`src/rtl/hazard_scoreboard_pkg.sv`:
```
// Shared control encodings and scoreboard types for the ID-stage hazard logic.
package hazard_scoreboard_pkg;

   localparam int NUM_REGS = 32;

   localparam logic [1:0] BRANCH_NONE = 2'd0;
   localparam logic [1:0] BRANCH_BEQ  = 2'd1;
   localparam logic [1:0] BRANCH_BNE  = 2'd2;

   localparam logic [1:0] JUMP_NONE   = 2'd0;
   localparam logic [1:0] JUMP_J      = 2'd1;
   localparam logic [1:0] JUMP_REG    = 2'd2;

   localparam logic [1:0] REGSRC_ALU     = 2'd0;
   localparam logic [1:0] REGSRC_DMEM    = 2'd1;
   localparam logic [1:0] REGSRC_PCPLUS4 = 2'd2;

   localparam logic [1:0] AGE_EX  = 2'd1;
   localparam logic [1:0] AGE_MEM = 2'd2;
   localparam logic [1:0] AGE_WB  = 2'd3;

   typedef struct packed {
      logic       valid;
      logic [1:0] age;
      logic [1:0] kind;
   } sb_entry_t;

endpackage

```
`src/rtl/hazard_scoreboard_if.sv`:
```
// ID-stage instruction fields in, front-end stall controls out.
interface hazard_scoreboard_if #(parameter int CNT_W = 16);
   logic             ID_valid;
   logic [4:0]       ID_rs;
   logic [4:0]       ID_rt;
   logic             ID_useRs;
   logic             ID_useRt;
   logic [1:0]       ID_Branch;
   logic [1:0]       ID_Jump;
   logic             ID_RegWrite;
   logic [1:0]       ID_RegSrc;
   logic [4:0]       ID_WriteReg;
   logic             stall;
   logic             PC_write;
   logic             IFID_write;
   logic             IDEX_bubble;
   logic [CNT_W-1:0] stall_count;

   modport master (
      output ID_valid, ID_rs, ID_rt, ID_useRs, ID_useRt, ID_Branch, ID_Jump,
             ID_RegWrite, ID_RegSrc, ID_WriteReg,
      input  stall, PC_write, IFID_write, IDEX_bubble, stall_count
   );

   modport slave (
      input  ID_valid, ID_rs, ID_rt, ID_useRs, ID_useRt, ID_Branch, ID_Jump,
             ID_RegWrite, ID_RegSrc, ID_WriteReg,
      output stall, PC_write, IFID_write, IDEX_bubble, stall_count
   );
endinterface

```
`src/rtl/hazard_scoreboard_check.sv`:
```
// Per-operand hazard test: can the bypass network supply register i_r this cycle?
module hazard_sb_check
   import hazard_scoreboard_pkg::*;
(
   input  sb_entry_t  i_entry,
   input  logic       i_use_at_id,
   input  logic       i_use,
   input  logic [4:0] i_r,
   output logic       o_hazard
);

   logic [1:0] w_kind;

   // The spare kind encoding behaves like an ALU producer.
   assign w_kind = (i_entry.kind == 2'b11) ? REGSRC_ALU : i_entry.kind;

   always_comb begin
      // NOTE: assign the default first so no path leaves o_hazard unassigned (no latch).
      o_hazard = 1'b0;
      if (i_use && (i_r != 5'd0) && i_entry.valid) begin
         if (i_use_at_id)
            o_hazard = ((i_entry.age == AGE_EX)  && ((w_kind == REGSRC_ALU) || (w_kind == REGSRC_DMEM))) ||
                       ((i_entry.age == AGE_MEM) && (w_kind == REGSRC_DMEM));
         else
            o_hazard = (i_entry.age == AGE_EX) && (w_kind == REGSRC_DMEM);
      end
   end

endmodule

```
`src/rtl/hazard_scoreboard.sv`:
```
// Tracks in-flight register writes in EX/MEM/WB and stalls the front end when
// an ID operand cannot be forwarded; also counts stalled cycles.
module hazard_scoreboard
   import hazard_scoreboard_pkg::*;
#(
   parameter int CNT_W = 16
)
(
   input  logic               clk,
   input  logic               rst,
   hazard_scoreboard_if.slave sb_if
);

   sb_entry_t        r_sb      [NUM_REGS];
   sb_entry_t        w_sb_next [NUM_REGS];
   logic [CNT_W-1:0] r_stall_count;
   logic             w_use_at_id;
   logic             w_haz_rs;
   logic             w_haz_rt;
   logic             w_stall;
   logic             w_issue;

   assign w_use_at_id = (sb_if.ID_Branch != BRANCH_NONE) || (sb_if.ID_Jump == JUMP_REG);

   hazard_sb_check u_chk_rs (
      .i_entry     (r_sb[sb_if.ID_rs]),
      .i_use_at_id (w_use_at_id),
      .i_use       (sb_if.ID_useRs),
      .i_r         (sb_if.ID_rs),
      .o_hazard    (w_haz_rs)
   );

   hazard_sb_check u_chk_rt (
      .i_entry     (r_sb[sb_if.ID_rt]),
      .i_use_at_id (w_use_at_id),
      .i_use       (sb_if.ID_useRt),
      .i_r         (sb_if.ID_rt),
      .o_hazard    (w_haz_rt)
   );

   assign w_stall = sb_if.ID_valid && (w_haz_rs || w_haz_rt);
   assign w_issue = sb_if.ID_valid && !w_stall && sb_if.ID_RegWrite && (sb_if.ID_WriteReg != 5'd0);

   // Aging runs every edge: a stall only inserts a bubble, later stages keep moving.
   always_comb begin
      for (int i = 0; i < NUM_REGS; i++) begin
         w_sb_next[i] = r_sb[i];
         if (r_sb[i].valid) begin
            if (r_sb[i].age == AGE_WB)
               w_sb_next[i].valid = 1'b0;
            else
               w_sb_next[i].age = r_sb[i].age + 2'd1;
         end
      end
      // The youngest producer shadows any older record for the same register.
      if (w_issue)
         w_sb_next[sb_if.ID_WriteReg] = '{valid: 1'b1, age: AGE_EX, kind: sb_if.ID_RegSrc};
      w_sb_next[0] = '0;
   end

   always_ff @(posedge clk or posedge rst) begin
      if (rst) begin
         // NOTE: the scoreboard array is reset in full; stale records after reset would cause false stalls.
         for (int i = 0; i < NUM_REGS; i++)
            r_sb[i] <= '0;
         r_stall_count <= '0;
      end else begin
         // NOTE: non-blocking updates so every entry ages from the same pre-edge snapshot.
         r_sb <= w_sb_next;
         if (w_stall)
            r_stall_count <= r_stall_count + 1'b1;
      end
   end

   assign sb_if.stall       = w_stall;
   assign sb_if.PC_write    = !w_stall;
   assign sb_if.IFID_write  = !w_stall;
   assign sb_if.IDEX_bubble = w_stall;
   assign sb_if.stall_count = r_stall_count;

endmodule

```
`src/flat_wrapper.sv`:
```
// flat-port wrapper written by rule: the top's interface ports become plain ports
module hazard_scoreboard_flat import hazard_scoreboard_pkg::*;
#(
   parameter int CNT_W = 16
)
  (clk, rst, sb_if_ID_valid, sb_if_ID_rs, sb_if_ID_rt, sb_if_ID_useRs, sb_if_ID_useRt, sb_if_ID_Branch, sb_if_ID_Jump, sb_if_ID_RegWrite, sb_if_ID_RegSrc, sb_if_ID_WriteReg, sb_if_stall, sb_if_PC_write, sb_if_IFID_write, sb_if_IDEX_bubble, sb_if_stall_count);
  hazard_scoreboard_if #(.CNT_W(CNT_W)) sb_if_i ();
  input  logic clk;
  input  logic rst;
  input wire logic [$bits(sb_if_i.ID_valid)-1:0] sb_if_ID_valid;
  input wire logic [$bits(sb_if_i.ID_rs)-1:0] sb_if_ID_rs;
  input wire logic [$bits(sb_if_i.ID_rt)-1:0] sb_if_ID_rt;
  input wire logic [$bits(sb_if_i.ID_useRs)-1:0] sb_if_ID_useRs;
  input wire logic [$bits(sb_if_i.ID_useRt)-1:0] sb_if_ID_useRt;
  input wire logic [$bits(sb_if_i.ID_Branch)-1:0] sb_if_ID_Branch;
  input wire logic [$bits(sb_if_i.ID_Jump)-1:0] sb_if_ID_Jump;
  input wire logic [$bits(sb_if_i.ID_RegWrite)-1:0] sb_if_ID_RegWrite;
  input wire logic [$bits(sb_if_i.ID_RegSrc)-1:0] sb_if_ID_RegSrc;
  input wire logic [$bits(sb_if_i.ID_WriteReg)-1:0] sb_if_ID_WriteReg;
  output wire logic [$bits(sb_if_i.stall)-1:0] sb_if_stall;
  output wire logic [$bits(sb_if_i.PC_write)-1:0] sb_if_PC_write;
  output wire logic [$bits(sb_if_i.IFID_write)-1:0] sb_if_IFID_write;
  output wire logic [$bits(sb_if_i.IDEX_bubble)-1:0] sb_if_IDEX_bubble;
  output wire logic [$bits(sb_if_i.stall_count)-1:0] sb_if_stall_count;
  assign sb_if_i.ID_valid = sb_if_ID_valid;
  assign sb_if_i.ID_rs = sb_if_ID_rs;
  assign sb_if_i.ID_rt = sb_if_ID_rt;
  assign sb_if_i.ID_useRs = sb_if_ID_useRs;
  assign sb_if_i.ID_useRt = sb_if_ID_useRt;
  assign sb_if_i.ID_Branch = sb_if_ID_Branch;
  assign sb_if_i.ID_Jump = sb_if_ID_Jump;
  assign sb_if_i.ID_RegWrite = sb_if_ID_RegWrite;
  assign sb_if_i.ID_RegSrc = sb_if_ID_RegSrc;
  assign sb_if_i.ID_WriteReg = sb_if_ID_WriteReg;
  assign sb_if_stall = sb_if_i.stall;
  assign sb_if_PC_write = sb_if_i.PC_write;
  assign sb_if_IFID_write = sb_if_i.IFID_write;
  assign sb_if_IDEX_bubble = sb_if_i.IDEX_bubble;
  assign sb_if_stall_count = sb_if_i.stall_count;
  hazard_scoreboard #(.CNT_W(CNT_W)) u_core (.clk(clk), .rst(rst), .sb_if(sb_if_i));
endmodule
```
`config.mk`:
```
export PLATFORM = sky130hd
export DESIGN_NAME = hazard_scoreboard_flat
export DESIGN_NICKNAME = d
export VERILOG_FILES = /design/src/rtl/hazard_scoreboard_pkg.sv /design/src/rtl/hazard_scoreboard_if.sv /design/src/rtl/hazard_scoreboard_check.sv /design/src/rtl/hazard_scoreboard.sv /design/src/flat_wrapper.sv
export SDC_FILE = /design/constraint.sdc
export NUM_CORES = 1
export LEC_CHECK = 0
export BUFFER_PORTS_ARGS = -buffer_cell sky130_fd_sc_hd__buf_2
export CAP_MARGIN = 20
export CORE_ASPECT_RATIO = 1.2
export CORE_MARGIN = 2
export CORE_UTILIZATION = 32
export DETAILED_ROUTE_END_ITERATION = 12
export MAX_ROUTING_LAYER = met4
export PLACE_DENSITY = 0.45
export REMOVE_ABC_BUFFERS = 1
export SLEW_MARGIN = 20
export SYNTH_ARGS = -nofsm -noshare
export SYNTH_HDL_FRONTEND = slang
export SYNTH_SLANG_ARGS = --single-unit
```
`constraint.sdc`:
```
create_clock -name clk -period 5.55 [get_ports clk]
set_clock_uncertainty 0.05 [all_clocks]
set_input_delay 0.2775 -clock clk [delete_from_list [all_inputs] [get_ports clk]]
set_output_delay 0.2775 -clock clk [all_outputs]
set_load 0.005 [all_outputs]
```
* Word level (Yosys, flattened, before mapping)
Index checks and enable logic that the tools add are counted.
** Operators by class
- Add/sub/neg operators :: 32
- Magnitude comparators :: 4
- Eq/ne operators :: 40
- Mux-type cells :: 109
- Bitwise logic cells :: 3
- Reductions and logical operators :: 28
** Operators by type and width (count)
- 160-bit bitwise mux :: 1
- 155-bit 2-to-1 mux :: 1
- 3-bit 2-to-1 mux :: 31
- 2-bit == test, second input constant :: 36
- 2-bit 2-to-1 mux :: 33
- 2-bit by 1-bit adder with 2-bit output, second input constant :: 31
- 5-bit binary-select mux with 5-bit select :: 2
- 1-bit 2-to-1 mux :: 35
- 5-bit demux with 5-bit select :: 1
- 5-bit 2-to-1 mux :: 5
- 6-bit greater-or-equal comparator, second input constant :: 3
- 5-bit inverter with 6-bit output :: 3
- 16-bit by 1-bit adder with 16-bit output, second input constant :: 1
- 1-bit logical AND :: 15
- 5-bit nonzero test :: 3
- 2-bit by 1-bit == test with 1-bit output, second input constant :: 4
- 1-bit logical OR :: 6
- 6-bit by 1-bit < comparator with 1-bit output, second input constant :: 1
- 2-bit logical NOT :: 2
- 2-bit nonzero test :: 1
- 1-bit logical NOT :: 1
** Storage, ports and cells
- Bits in registers :: 171
- Bits of input ports :: 27
- Output and inout bits :: 20

* Depth between registers and ports, before layout
Gate-level depths: netlist of run 1.
- Depth after elaboration :: 19
- Gate-level depth with buffers :: 15

* Modules after synthesis
Synthesis of run 1 repeated with hierarchy kept, for this count alone.
** Unflattened totals
- Cell total of the unflattened synthesis :: 840
- Area total of the unflattened synthesis :: 9695.5 um2
** Modules (own cells, without submodules)
- hazard_scoreboard :: instances 1, cells an instance 822, area each 9572.9 um2
- hazard_sb_check :: instances 2, cells an instance 9, area each 61.3 um2

* Least setup slack after synthesis of run 1
No wires, ideal clock.
- Path kind :: input to register
- Start :: input port sb_if_ID_rt[0]
- End :: register (tool-made name)
- Setup time :: 0.125 ns
- Arrival :: 3.026 ns
- Data required time :: 5.375 ns
- Setup slack :: 2.349 ns
- Cell stages on the path :: 12
- Path buffers :: 5
- Path through :: buf_6 -> buf_12 -> buf_12 -> mux4_2 -> a211oi_2 -> a22oi_1 -> or4_1 -> a211o_1 -> buf_6 -> buf_2 -> nand3_1 -> mux2_2
** RTL lines
- from (decl) :: line flat_wrapper.sv:12 : input wire logic [$bits(sb_if_i.ID_rt)-1:0] sb_if_ID_rt;

* Worst setup path after layout of run 1
- Start :: input port sb_if_ID_rt[0]
- End :: output port sb_if_IFID_write
** On the way
- Cells in the longest elaborated chain, start to end :: 15
- Elaborated cells on any way between the ends :: 23
** Ends and longest elaborated chain
- 5-bit inverter with 6-bit output (not written as such) :: line hazard_scoreboard.sv:34 : .i_entry (r_sb[sb_if.ID_rt]),
- 5-bit binary-select mux with 5-bit select :: line hazard_scoreboard.sv:34
- 5-bit 2-to-1 mux (not written as such) (2 in series) :: line hazard_scoreboard.sv:34
- 2-bit == test :: line hazard_scoreboard_check.sv:15 : assign w_kind = (i_entry.kind == 2'b11) ? REGSRC_ALU : i_entry.kind;
- 2-bit 2-to-1 mux :: line hazard_scoreboard_check.sv:15
- 2-bit by 1-bit == test with 1-bit output or 2-bit logical NOT (tied branches) :: line hazard_scoreboard_check.sv:22, hazard_scoreboard_check.sv:23, hazard_scoreboard_check.sv:25
- 1-bit logical OR :: line hazard_scoreboard_check.sv:22 : o_hazard = ((i_entry.age == AGE_EX) && ((w_kind == REGSRC_ALU) || (w_kind == REGSRC_DMEM))) ||
- 1-bit logical AND :: line hazard_scoreboard_check.sv:22
- 1-bit logical OR :: line hazard_scoreboard_check.sv:22
- 1-bit 2-to-1 mux :: line hazard_scoreboard_check.sv:21 : if (i_use_at_id)
- 1-bit 2-to-1 mux (*) :: line hazard_scoreboard_check.sv:20 : if (i_use && (i_r != 5'd0) && i_entry.valid) begin
- 1-bit logical OR (*) :: line hazard_scoreboard.sv:41 : assign w_stall = sb_if.ID_valid && (w_haz_rs || w_haz_rt);
- 1-bit logical AND (*) :: line hazard_scoreboard.sv:41
- 1-bit logical NOT (*) :: line hazard_scoreboard.sv:77 : assign sb_if.IFID_write = !w_stall;
- to (decl) :: line flat_wrapper.sv:22 : output wire logic [$bits(sb_if_i.IFID_write)-1:0] sb_if_IFID_write;
Mark *: on every way between the ends. The rest lies on a longest branch, timed or not. The select of a mux whose other input is x is not followed.

==> impl_results.md, run 1 <==
- GR peak layer: met2
- FF+latch count, synth: 171
- Worst path arrival time: 4.02 ns
- Cell Pwr Density: 304.6 mW/mm2
- Starting Density: 0.3240
- Total congestion overflow: 0
- CTS clk-pin slew, worst paths: 0.07 ns
- Setup violators final: 0
- Static Leakage: 0.004809 uW
- Final core utilization: 0.3611
- Unrepaired setup endpoints after global routing: false
- Largest net degree at the start of global routing: 98
- Min Tclk post-route: 4.348 ns
- CTS Sinks: 171
- Detail Route Antenna Nets: 0
- Post-synth EDFFs: 0
- CTS H-tree depth: 4
- Core Area: 0.03030 mm2
- Clock latency at the later pin of the worst-skew pair: 0.44 ns
- Placer Congestion: 0.8702
- VDD IR max: 174.4 uV
- Kind of start point of the critical path: primary input
- Library cells used by synthesis: 54
- Longest Clk Path Bufs: 2
- Via count: 7596
- # DRC: 0
- Slew @ Worst Pin: 0.9820 ns
- Setup ws final: 1.202 ns
- Post-CTS Setup Bufs: 0
- Pins Over Slew Limit: 0
- Placed Cells incl. Taps: 1330
- Period utilization: 0.7835
- Num CTS Buffers: 17
- Buffers on Ports: 46
- Top Ports: 47
- Die footprint: 0.03210 mm2
- Area Growth Syn to Fin: 11.46%
- Crit. End Element: primary output
- Overall Global Routing Usage: 0.2051
- Routed vias/inst: 5.577
- Die X: 163.9 um
- Post-CTS Resized: 0
- DP HPWL: 20860 um
- First-pass GRT wire length: 47620 um
- CP max FO: 36
- Root buf cell: clkbuf_16
- Post-place setup slack: 1.154 ns
- Mapped Cells: 928
- GRT met1 Usage: 0.2735
- Outcome: complete, no violations
- Non-Filler Instances: 1362
- Most used DFF post-synth: dfrtp_1
- Max Cap Violations: 0
- Initial DRC count: 624
- Share of cells above drive strength 1: 0.2329
- Antenna violations before repair: 0
- Post-Synthesis Mean Instance Area: 10.58 um2
- Initial DRT Pass Iterations: 7
- Seq/Total Area, Yosys: 0.4358
- CP Class: primary input to primary output
- TNS Setup: 0 ns
- Vias in the first global route: 7649
- Peak Freq: 230.0 MHz
- Met3 Usage GRT: 0.04080
- Final Hold Viols: 0
- Synthesized area: 0.009818 mm2
- Drt wl/cell: 22.62 um
- Total power draw: 3333 uW
- Yosys Warn Count: 0
- Met2 Resource Use GR: 0.3179
- CTS tree: done
- Asr flop ratio synth: 1.000
- Worst hold path type: primary input to flop
- Nets@finish: 982
- Chip height: 195.9 um
- # rows: 70
- Filler cells: 3109
- Relative max-transition margin: 0.3419
- Req. time, crit path: 5.22 ns
- Hold bufs inserted after CTS: 1
- Post-Route WL: 30800 um
- N_diodes: 0
[cell usage after synthesis (2+ instances only)]
master | n | share of area
dfrtp_1 | 171 | 0.44
nand2_1 | 138 | 0.053
nor2_1 | 108 | 0.041
a21oi_1 | 78 | 0.040
mux2_2 | 74 | 0.085
mux4_2 | 49 | 0.11
nand3_1 | 43 | 0.022
mux2i_1 | 36 | 0.037
o21ai_0 | 35 | 0.018
clkbuf_1 | 20 | 0.0076
buf_2 | 16 | 0.0082
xor2_1 | 13 | 0.012
nor2b_1 | 12 | 0.0076
a22oi_1 | 10 | 0.0076
inv_1 | 9 | 0.0034
buf_4 | 8 | 0.0061
a22o_1 | 7 | 0.0062
mux4_1 | 7 | 0.019
a211oi_1 | 6 | 0.0046
buf_6 | 6 | 0.0069
nand4_1 | 6 | 0.0038
o221ai_1 | 6 | 0.0054
a211oi_2 | 5 | 0.0064
a221oi_1 | 5 | 0.0045
a31oi_1 | 5 | 0.0032
or3_1 | 5 | 0.0032
a211o_1 | 4 | 0.0036
and2_1 | 4 | 0.0025
nand3b_1 | 4 | 0.0031
o22ai_1 | 4 | 0.0025
nor3_1 | 3 | 0.0015
o31ai_1 | 3 | 0.0023
buf_12 | 2 | 0.0041
nand2b_1 | 2 | 0.0013
o311ai_0 | 2 | 0.0018
or3b_2 | 2 | 0.0018
or4_1 | 2 | 0.0015
xnor2_1 | 2 | 0.0018
[power breakdown]
| group | total [uW] | leakage, uW | switching [uW] | internal (uW) |
|---|---|---|---|---|
| clock network | 1210 | 0.000281 | 546 | 665 |
| registers | 1580 | 0.00207 | 190 | 1390 |
| logic | 544 | 0.00246 | 279 | 265 |
[area by class of cell]
class | instances | area (um2) | share of cell area
Clock buffer | 18 | 429.2 | 0.03922
Clock inverter | 13 | 143.9 | 0.01315
Sequential cell | 171 | 4279 | 0.3910
Multi-Input combinational cell | 695 | 5194 | 0.4746
Timing Repair Buffer | 60 | 362.8 | 0.03316
Tap cell | 396 | 495.5 | 0.04528
Inverter | 9 | 38.79 | 0.003544
[kinds of logic after synthesis]
family | after synthesis | synth area share
compound gates | 177 | 0.1123
xor+xnor | 15 | 0.01338
fa+ha+maj | 1 | 0.001274
buf+inv | 62 | 0.03670
flops | 171 | 0.4358
mux | 166 | 0.2527
simple gates | 336 | 0.1478
[placed cells by master, fill, tap and decap left out, types with 5 or more instances in the layout]
| master | n |
|---|---|
| o21ai_0 | 35 |
| nor2_1 | 108 |
| a211oi_1 | 6 |
| nand4_1 | 6 |
| a22oi_1 | 10 |
| inv_1 | 8 |
| a21oi_1 | 78 |
| dfrtp_1 | 171 |
| mux2i_1 | 36 |
| nand3_1 | 43 |
| nor2b_1 | 12 |
| buf_2 | 46 |
| xor2_1 | 13 |
| mux4_1 | 7 |
| a22o_1 | 7 |
| buf_4 | 11 |
| a211oi_2 | 5 |
| mux4_2 | 49 |
| mux2_2 | 74 |
| a31oi_1 | 5 |
| a221oi_1 | 5 |
| clkbuf_16 | 17 |
| nand2_1 | 138 |
| or3_1 | 5 |
| o221ai_1 | 6 |
[worst paths after layout]
check	endpoint	cells after the start	from	slack (ns)
max	sb_if_IFID_write	10	sb_if_ID_rt[0]	1.20
min	u_core.sb_if.stall_count[2]	4	sb_if_ID_valid	0.20
max reg2reg	flop	8	u_core.r_sb[2]	1.75
min reg2reg	u_core.sb_if.stall_count[15]	1	u_core.sb_if.stall_count[15]	0.43
max in group asynchronous	asynchronous set/reset pin	4	rst	4.03
min in group asynchronous	u_core.r_sb[19]	3	rst	0.44
[through the flow]
| stage | area (um2) | hold slack [ns] |
|---|---|---|
| after floorplan | 9492 | 0.3779 |
| after global placement | 10360 | 0.4055 |
| after detailed placement | 10360 | 0.4072 |
| after CTS | 10940 | 0.1882 |
| after global routing | 10940 | 0.2234 |
| final | 10940 | 0.2008 |
[worst max-delay path, stage by stage]
cell,delay (ns)
buf_2,0.60
buf_4,0.37
mux4_2,0.54
a211oi_2,0.26
a22oi_1,0.12
or4_1,0.48
a211o_2,0.72
a21boi_2,0.39
inv_1,0.08
buf_2,0.13
[metal layers]
layer	routed length, um	vias to the layer above
met2	14580	222
met1	13970	3897
met4	634	0
li1	-	3443
met5	0	-
met3	1619	34
(Power assumes the default switching activity.)
==> run 2: changes to the inputs <==
==> constraint.sdc (replaced) <==
create_clock -name clk -period 4.35 [get_ports clk]
set_clock_uncertainty 0.05 [all_clocks]
set_input_delay 0.2175 -clock clk [delete_from_list [all_inputs] [get_ports clk]]
set_output_delay 0.2175 -clock clk [all_outputs]
set_load 0.005 [all_outputs]
==> impl_results.md, run 2 (synthesis gave the netlist of run 1 again) <==
- Die X: 163.9 um (unchanged)
- Initial DRT Pass Iterations: 5 (-2)
- Reg power frac: 0.477 (+0.004)
- Worst path arrival time: 3.67 ns (-0.35 ns)
- CP Class: flop to primary output
- Post-DP Area: 0.01041 mm2 (+0.46%)
- Static Leakage: 0.004828 uW (+0.41%)
- Clk pwr share: 0.359 (-0.004)
- Period utilization: 0.9057
- Final Cell Area: 0.01098 mm2 (+0.33%)
- Starting Density: 0.3240 (unchanged)
- Worst-case reg-to-reg path depth: 10 (+2)
- Die footprint: 0.03210 mm2 (unchanged)
- VDD IR max: 197.6 uV (+13%)
- Setup violators final: 0 (unchanged)
- Initial DRC count: 616 (-1.3%)
- CTS H-tree depth: 4 (unchanged)
- Area Growth Syn to Fin: 11.83%
- Post-Route WL: 29670 um (-3.7%)
- CP max FO: 31 (-14%)
- Outcome: complete, no violations
- Num CTS Buffers: 17 (unchanged)
- Top Ports: 47 (unchanged)
- Crit. End Element: primary output
- Buffers on Ports: 46 (unchanged)
- Peak Freq: 253.8 MHz
- Cell Pwr Density: 382.3 mW/mm2 (+26%)
- Vias in the first global route: 7608 (-0.54%)
- Req. time, crit path: 4.08 ns (-1.14 ns)
- Largest net degree at the start of global routing: 97 (-1.0%)
- Via count: 7571 (-0.33%)
- Antenna violations before repair: 0 (unchanged)
- CTS tree: done
- # DRC: 0 (unchanged)
- Nets@finish: 985 (+0.31%)
- Setup crit start: u_core.r_sb[92]
- Commonest non-fill, non-tap cell in the layout: dfrtp_1
- R2R setup slack: 0.78 ns (-0.97 ns)
- Final core utilization: 0.3623 (+0.001197)
- Switching share of power: 0.3132 (+0.008784)
- CP max stage delay: 0.54 ns (-0.18 ns)
- CTS clk-pin slew, worst paths: 0.07 ns (about the same)
- RR Startpoint: u_core.r_sb[92]
- CTS Sinks: 171 (unchanged)
- Most frequent cells in the layout: dfrtp_1 (171), nand2_1 (138), nor2_1 (108)
- Routed vias/inst: 5.542 (-0.62%)
- DP HPWL: 20710 um (-0.70%)
- Filler cells: 3077 (-1.0%)
- Internal Pwr Total: 2883 uW (+24%)
- Unrepaired setup endpoints after global routing: false
- Slowest CP cell: or4_1
- Final Hold Viols: 0 (unchanged)
- Placer Congestion: 0.8441 (-3.0%)
- Max Cap Violations: 0 (unchanged)
- Total congestion overflow: 0 (unchanged)
- Relative max-transition margin: 0.3794 (+0.03751)
- Critical Path Sink: sb_if_IFID_write
- Root buf cell: clkbuf_16
- Min Tclk post-route: 3.940 ns
- Setup ws final: 0.4101 ns (-0.7914 ns)
- Overall Global Routing Usage: 0.2002 (-0.004922)
- Kind of start point of the critical path: flop
- # rows: 70 (unchanged)
- Sw Pwr: 1315 uW (+30%)
- Worst hold path type: primary input to flop
- Longest Clk Path Bufs: 2 (unchanged)
- Slew @ Worst Pin: 0.9260 ns (-0.05597 ns)
- Combinational Power Share: 0.164 (about the same)
- Cell breakdown of the critical path: mux4_2, nor2b_1, o311ai_0, o41ai_1, or4_1, a211o_2, buf_4, a21boi_2, inv_1, buf_2
- Core Area: 0.03030 mm2 (unchanged)
- Chip height: 195.9 um (unchanged)
- First-pass GRT wire length: 46600 um (-2.2%)
- Post-place setup slack: 0.4225 ns (-0.7316 ns)
- Detail Route Antenna Nets: 0 (unchanged)
- Clock latency at the later pin of the worst-skew pair: 0.45 ns (about the same)
- FF-to-FF End: u_core.r_sb[154]
- N_diodes: 0 (unchanged)
- Pins Over Slew Limit: 0 (unchanged)
- Drt wl/cell: 21.72 um (-4.0%)
- Post-CTS Resized: 0 (unchanged)
- Share of cells above drive strength 1: 0.2371 (+0.004194)
- Hold Slack: 0.1303 ns (-0.07049 ns)
[run 2: cell count changes in the layout (fill, tap and decap cells not counted), moves of 2 or more]
| cell | before | now |
|---|---|---|
| buf_12 | 2 | 4 |
| bufinv_16 | 2 | 0 |
| clkinv_2 | 3 | 1 |
| clkinv_4 | 4 | 1 |
| inv_6 | 4 | 10 |
| inv_8 | 0 | 2 |
[run 2: area by class of cell]
| cell class | count | area [um2] | area share |
|---|---|---|---|
| multi-input combinational | 695 | 5194 | 0.4730 |
| sequential | 171 | 4279 | 0.3897 |
| tap | 396 | 495.5 | 0.04513 |
| clock buffer | 18 | 439.2 | 0.04000 |
| timing repair buffer | 63 | 410.4 | 0.03738 |
| clock inverter | 14 | 122.6 | 0.01117 |
| inverter | 9 | 38.79 | 0.003533 |
[run 2: worst min-delay path by stage]
stage / from / to / slack [ns] / depth (start not counted)
after floorplan: sb_if_ID_RegSrc[0] / flop / 0.32 / 1
after global placement: rst / u_core.r_sb[19] / 0.36 / 2
after detailed placement: rst / u_core.r_sb[19] / 0.36 / 2
after CTS: sb_if_ID_valid / u_core.sb_if.stall_count[2] / 0.11 / 4
after global routing: sb_if_ID_valid / u_core.sb_if.stall_count[2] / 0.16 / 4
final: sb_if_ID_valid / u_core.sb_if.stall_count[2] / 0.13 / 4
[run 2: through the flow]
stage / total power (uW) / setup TNS (ns) / std cells
3_5_place_dp: 2720 / 0 / 1333
5_1_grt: 4405 / 0 / 1366
4_1_cts: 4235 / 0 / 1366
6_report: 4198 / 0 / 1366
2_1_floorplan: 2405 / -245.15 / 875
3_3_place_gp: 2717 / 0 / 1333
[run 2: power groups by stage]
| stage | Sequential, uW | Clock, uW | Combinational [uW] |
|---|---|---|---|
| global route | 2030 | 1610 | 765 |
| CTS | 2000 | 1540 | 695 |
| detailed placement | 2030 | 0 | 691 |
| global placement | 2030 | 0 | 688 |
| finish | 2000 | 1510 | 690 |
| floorplan | 1940 | 0 | 467 |
[run 2: worst max-delay path: cells and delay by family, from the launching register on]
family | cells | cell delay [ns]
compound gates | 4 | 1.42
mux | 1 | 0.29
simple gates | 2 | 0.59
buf+inv | 3 | 0.46
flops | 1 | 0.44
[run 2: per-layer routing]
metal / track usage / vias to the layer above / share of wire
li1: - / 3462 / -
met1: 0.2653 / 3847 / 0.46
met2: 0.3154 / 227 / 0.48
met3: 0.03171 / 35 / 0.043
met4: 0.06368 / 0 / 0.021
met5: - / - / 0
[run 2: repair_timing]
item	CTS	global route
hold buffers	1	0
endpoints found under the hold margin	75	0
buffers inserted	0	0
